`src/rtl/victim_miss_ctrl.sv`:
```
// victim_miss_ctrl: MEM-stage cache miss controller with a victim cache.
// An L1 hit passes straight through. A victim hit swaps lines for SWAP_CYCLES
// cycles. A full miss optionally writes back a dirty line, then fetches and
// fills. stall holds the pipeline from the first cycle of any non-L1-hit access
// until the DONE cycle, where the held access retires.
module victim_miss_ctrl #(
  parameter int unsigned SWAP_CYCLES = 2,
  parameter int unsigned CNT_W       = 16
) (
  input  logic             clk,
  input  logic             reset,
  input  logic             mem_req,
  input  logic             hit_l1,
  input  logic             hit_victim,
  input  logic             dirty_evict,
  input  logic             mem_ready,
  output logic             stall,
  output logic             swap_en,
  output logic             wb_req,
  output logic             fetch_req,
  output logic             fill_en,
  output logic [CNT_W-1:0] l1_hits,
  output logic [CNT_W-1:0] victim_hits,
  output logic [CNT_W-1:0] misses
);

  localparam int unsigned SC_W = 4;

  typedef enum logic [2:0] {
    S_IDLE  = 3'd0,
    S_SWAP  = 3'd1,
    S_WB    = 3'd2,
    S_FETCH = 3'd3,
    S_FILL  = 3'd4,
    S_DONE  = 3'd5
  } state_t;

  state_t           r_state;
  logic [SC_W-1:0]  r_swap_left;
  logic             r_swap_en;
  logic             r_wb_req;
  logic             r_fetch_req;
  logic             r_fill_en;
  logic [CNT_W-1:0] r_l1_hits;
  logic [CNT_W-1:0] r_victim_hits;
  logic [CNT_W-1:0] r_misses;

  logic w_idle;
  logic w_req;
  logic w_l1_hit;
  logic w_vic_hit;
  logic w_miss;
  logic w_busy;

  // Classify the access presented in IDLE; other states ignore the request
  assign w_idle    = (r_state == S_IDLE);
  assign w_req     = w_idle & mem_req;
  assign w_l1_hit  = w_req & hit_l1;
  assign w_vic_hit = w_req & ~hit_l1 & hit_victim;
  assign w_miss    = w_req & ~hit_l1 & ~hit_victim;
  assign w_busy    = (r_state != S_IDLE) && (r_state != S_DONE);

  // Stall is combinational so a missing access is held from its first cycle;
  // gated by reset so it reads 0 while reset is asserted
  assign stall = reset & (w_busy | (w_req & ~hit_l1));

  assign swap_en     = r_swap_en;
  assign wb_req      = r_wb_req;
  assign fetch_req   = r_fetch_req;
  assign fill_en     = r_fill_en;
  assign l1_hits     = r_l1_hits;
  assign victim_hits = r_victim_hits;
  assign misses      = r_misses;

  // State register with strobes registered to match the state being entered
  always_ff @(posedge clk or negedge reset) begin
    if (!reset) begin
      r_state     <= S_IDLE;
      r_swap_left <= '0;
      r_swap_en   <= 1'b0;
      r_wb_req    <= 1'b0;
      r_fetch_req <= 1'b0;
      r_fill_en   <= 1'b0;
    end else begin
      r_swap_en   <= 1'b0;
      r_wb_req    <= 1'b0;
      r_fetch_req <= 1'b0;
      r_fill_en   <= 1'b0;
      case (r_state)
        S_IDLE: begin
          if (w_vic_hit) begin
            r_state     <= S_SWAP;
            r_swap_left <= SC_W'(SWAP_CYCLES - 1);
            r_swap_en   <= 1'b1;
          end else if (w_miss) begin
            if (dirty_evict) begin
              r_state  <= S_WB;
              r_wb_req <= 1'b1;
            end else begin
              r_state     <= S_FETCH;
              r_fetch_req <= 1'b1;
            end
          end
        end
        S_SWAP: begin
          if (r_swap_left == '0) begin
            r_state <= S_DONE;
          end else begin
            r_swap_left <= r_swap_left - SC_W'(1);
            r_swap_en   <= 1'b1;
          end
        end
        S_WB: begin
          if (mem_ready) begin
            r_state     <= S_FETCH;
            r_fetch_req <= 1'b1;
          end else begin
            r_wb_req <= 1'b1;
          end
        end
        S_FETCH: begin
          if (mem_ready) begin
            r_state   <= S_FILL;
            r_fill_en <= 1'b1;
          end else begin
            r_fetch_req <= 1'b1;
          end
        end
        S_FILL:  r_state <= S_DONE;
        S_DONE:  r_state <= S_IDLE;
        default: r_state <= S_IDLE;
      endcase
    end
  end

  // Saturating statistics counters, updated only for accesses accepted in IDLE
  always_ff @(posedge clk or negedge reset) begin
    if (!reset) begin
      r_l1_hits     <= '0;
      r_victim_hits <= '0;
      r_misses      <= '0;
    end else begin
      if (w_l1_hit && (r_l1_hits != '1)) begin
        r_l1_hits <= r_l1_hits + CNT_W'(1);
      end
      if (w_vic_hit && (r_victim_hits != '1)) begin
        r_victim_hits <= r_victim_hits + CNT_W'(1);
      end
      if (w_miss && (r_misses != '1)) begin
        r_misses <= r_misses + CNT_W'(1);
      end
    end
  end

endmodule

```
`config.mk`:
```
export PLATFORM = sky130hd
export DESIGN_NAME = victim_miss_ctrl
export DESIGN_NICKNAME = d
export VERILOG_FILES = /design/src/rtl/victim_miss_ctrl.sv
export SDC_FILE = /design/constraint.sdc
export NUM_CORES = 1
export LEC_CHECK = 0
export CAP_MARGIN = 20
export CELL_PAD_IN_SITES_DETAIL_PLACEMENT = 0
export CELL_PAD_IN_SITES_GLOBAL_PLACEMENT = 2
export CORE_MARGIN = 2
export CORE_UTILIZATION = 30
export CTS_CLUSTER_DIAMETER = 150
export CTS_CLUSTER_SIZE = 10
export DETAILED_ROUTE_END_ITERATION = 6
export GPL_ROUTABILITY_DRIVEN = 0
export PLACE_DENSITY = 0.75
export SLEW_MARGIN = 5
export SYNTH_ARGS = -nofsm -noshare
export SYNTH_HDL_FRONTEND = slang
export SYNTH_SLANG_ARGS = --single-unit
```
`constraint.sdc`:
```
create_clock -name clk -period 3.7 [get_ports clk]
set_clock_uncertainty 0.2 [all_clocks]
set_input_delay 0.925 -clock clk [delete_from_list [all_inputs] [get_ports clk]]
set_output_delay 0.925 -clock clk [all_outputs]
set_load 0.02 [all_outputs]
```
==> results.json <==
{
  "status": "completed",
  "synth_area_leaders": "dfrtp_1, xor2_1, nand4_1, nand3_1, nor4_1",
  "yosysWarnings": 0,
  "cts-root-buf": "clkbuf_8",
  "start_kind": "primary input",
  "die_area_um2": 10800,
  "synth_top_family_by_area": "simple AND/OR/NAND/NOR gates",
  "synthCells": 284,
  "h-tree-depth": 3,
  "ant_nets": 0,
  "p_leak_nw": 1.71,
  "layout.nets": 364,
  "min_path_cells": 1,
  "synth_compound_area_share_pct": 6.94,
  "drive_gt1_share_pct": 9.83,
  "final_common_cell": "dfrtp_1",
  "yosysUniqueCellTypes": 47,
  "antennaDiodeCount": 0,
  "via_per_inst": 4.91,
  "r2r-start": "r_state[0]$_DFFE_PN0P_",
  "rows": 36,
  "maxCapViolations": 0,
  "routed_wl_um": 6980,
  "synth-xor-area-share_pct": 11.4,
  "dieWidth_um": 104,
  "critPathArrivalTime_ns": 2.27,
  "dp.cells": 474,
  "regArea_um2": 1480,
  "cts.sinks": 59,
  "worstSkewPairLatency_ns": 0.34,
  "setup-tns-final_ns": 0,
  "hold_path_class": "reg2reg",
  "synth_edf_count": 0,
  "finalPower_w": 0.00205,
  "clock_path_buffers": 2,
  "yosys.area_share.simple_pct": 24.4,
  "cts_tree": "built",
  "grt_usage_pct": 13.6,
  "r2r_setup_slack_ns": 1.28,
  "avgSynthCellArea_um2": 10.5,
  "grt_pass1_wl_um": 12000,
  "fillers": 1016,
  "vdd_drop_max_mv": 0.272,
  "worst_slew_pin_slew_ns": 0.775,
  "dp_slack_ns": 0.000561,
  "worstPathMaxFanout": 2,
  "pin_count": 60,
  "rsz0062_at_grt": "false",
  "drv_slew": 0,
  "hp-start": "misses[14]$_DFFE_PN0P_",
  "hold_viol": 0,
  "grt_max_degree": 60,
  "ys_async_sr_fraction_pct": 100,
  "num_vias": 2400,
  "synth_ff_type": "dfrtp_1",
  "overflow": 0,
  "synth_mux_area_share_pct": 3.64,
  "start_util_pct": 30.8,
  "core_um2": 9730,
  "most-common-layout-cells": "dfrtp_1, clkdlybuf4s50_1, xor2_1",
  "required_ns": 2.57,
  "endpoint_kind": "output pin",
  "dp_hpwl_um": 4850,
  "multi_input_area_um2": 1450,
  "maxSlewHeadroom_pct": 48.3,
  "postCtsSetupRepairBufs": 0,
  "setup_slack_ns": 0.305,
  "setup_violations": 0,
  "port_buffers": 59,
  "max_freq_ghz": 0.295,
  "drc": 0,
  "area_growth_pct": 31.4,
  "ff2ff_path_depth": 4,
  "grt_pass1_vias": 2378,
  "power.density_nw_per_um2": 520,
  "dieHeight_um": 104,
  "critPathKind": "in2out",
  "numCtsBuffers": 9,
  "min_period_ns": 3.39,
  "dr.pass1.iters": 4,
  "synth_area_um2": 2990,
  "drtIter0Drc": 58,
  "synth_adder_area_share_pct": 2.09,
  "synth_top_area_share_pct": 49.3,
  "finalCritPeriodShare_pct": 91.8,
  "hold_end": "misses[14]$_DFFE_PN0P_",
  "synth_area_leader_cell": "dfrtp_1",
  "synth_nets": 296,
  "cts_hold_buf": 0,
  "ys_seq_area_share_pct": 49.3,
  "path_clk_slew_ns": 0.07,
  "synth_seq_cells": 59,
  "routedWlPerCell_um": 14.3,
  "layout.cells.non_filler": 489,
  "worstReg2RegEnd": "l1_hits[14]$_DFFE_PN0P_",
  "antenna_found_initial": 0
}
## synth_stat cells (all sizes together) (2+ instances only)
cell type	instances
ha	5
o21a	2
nand3	17
a31oi	3
buf	2
a211oi	3
nor4	15
o31a	2
clkbuf	5
o21ai	2
a21oi	6
nor2	15
mux2	7
xnor2	8
mux2i	3
dfrtp	59
and4	3
or3	2
nor3b	4
o211ai	3
nand2	15
and2	3
nand4	16
nor4b	4
xor2	31
or2	2
and3	4
nor3	16
nand2b	3
inv	10
## per-stage QoR
| step | hold WS (ns) | util [%] | instance area [um2] |
|---|---|---|---|
| global placement | 0.289 | 38.6 | 3750 |
| floorplan | 0.297 | - | 2990 |
| CTS | 0.304 | 40.4 | 3930 |
| finish | 0.309 | 40.4 | 3930 |
| detailed placement | 0.288 | 38.6 | 3750 |
| global route | 0.324 | 40.4 | 3930 |
## state kept, by name, summed over array words and instances (netlist names), 3 cells and up
name	flops
l1_hits	16
misses	16
victim_hits	16
r_swap_left	4
r_state	3
## cell families (layout without fill, tap and decap cells)
group	count (synthesis)	count (layout)
compound gates	29	29
xor+xnor	39	39
fa+ha+maj	5	5
buf+inv	17	89
flops	59	59
mux	10	10
simple gates	125	125
## worst max-delay path by stage
stage	slack, ns	cells after the start	startpoint	end
6_report	0.31	6	mem_req	stall
5_1_grt	0.18	6	mem_req	stall
4_1_cts	0.27	6	mem_req	stall
3_5_place_dp	0.0006	6	mem_req	stall
3_3_place_gp	0.009	6	mem_req	stall
2_1_floorplan	1.12	4	mem_req	stall
## worst max-delay path, cell delays in order
cell,delay [ns]
clkdlybuf4s50_1,0.47
nor2b_1,0.21
nor3_1,0.07
a21oi_1,0.13
o21a_1,0.12
dlygate4sd2_1,0.34
## power breakdown
group | internal [W] | total, W | switching [W]
logic | 0.000301 | 0.000588 | 0.000288
clock network | 0.000292 | 0.000548 | 0.000255
registers | 0.000753 | 0.000910 | 0.000157
## per-layer routing
layer / vias to the layer above / track usage, % / routed length, um
li1: 1182 / - / -
met3: 11 / 3.20 / 234
met2: 47 / 19.4 / 3130
met1: 1160 / 19.2 / 3490
met4: 0 / 6.76 / 124
met5: - / 0 / 0
## final cells by class
| cell class | count | share of cell area [%] |
|---|---|---|
| well taps | 133 | 4.23 |
| repair buffers | 64 | 15.8 |
| flip-flops and latches | 59 | 37.5 |
| multi-input cells | 208 | 36.9 |
| clock inverters | 2 | 0.255 |
| clock buffers | 13 | 4.30 |
| inverters | 10 | 0.955 |
## repair_timing
action                     4_1_cts  5_1_grt
setup endpoints to repair        1        0
hold endpoints to repair         0        0
resized for setup                1        0
No activity file was read; power rests on OpenSTA's default activity.
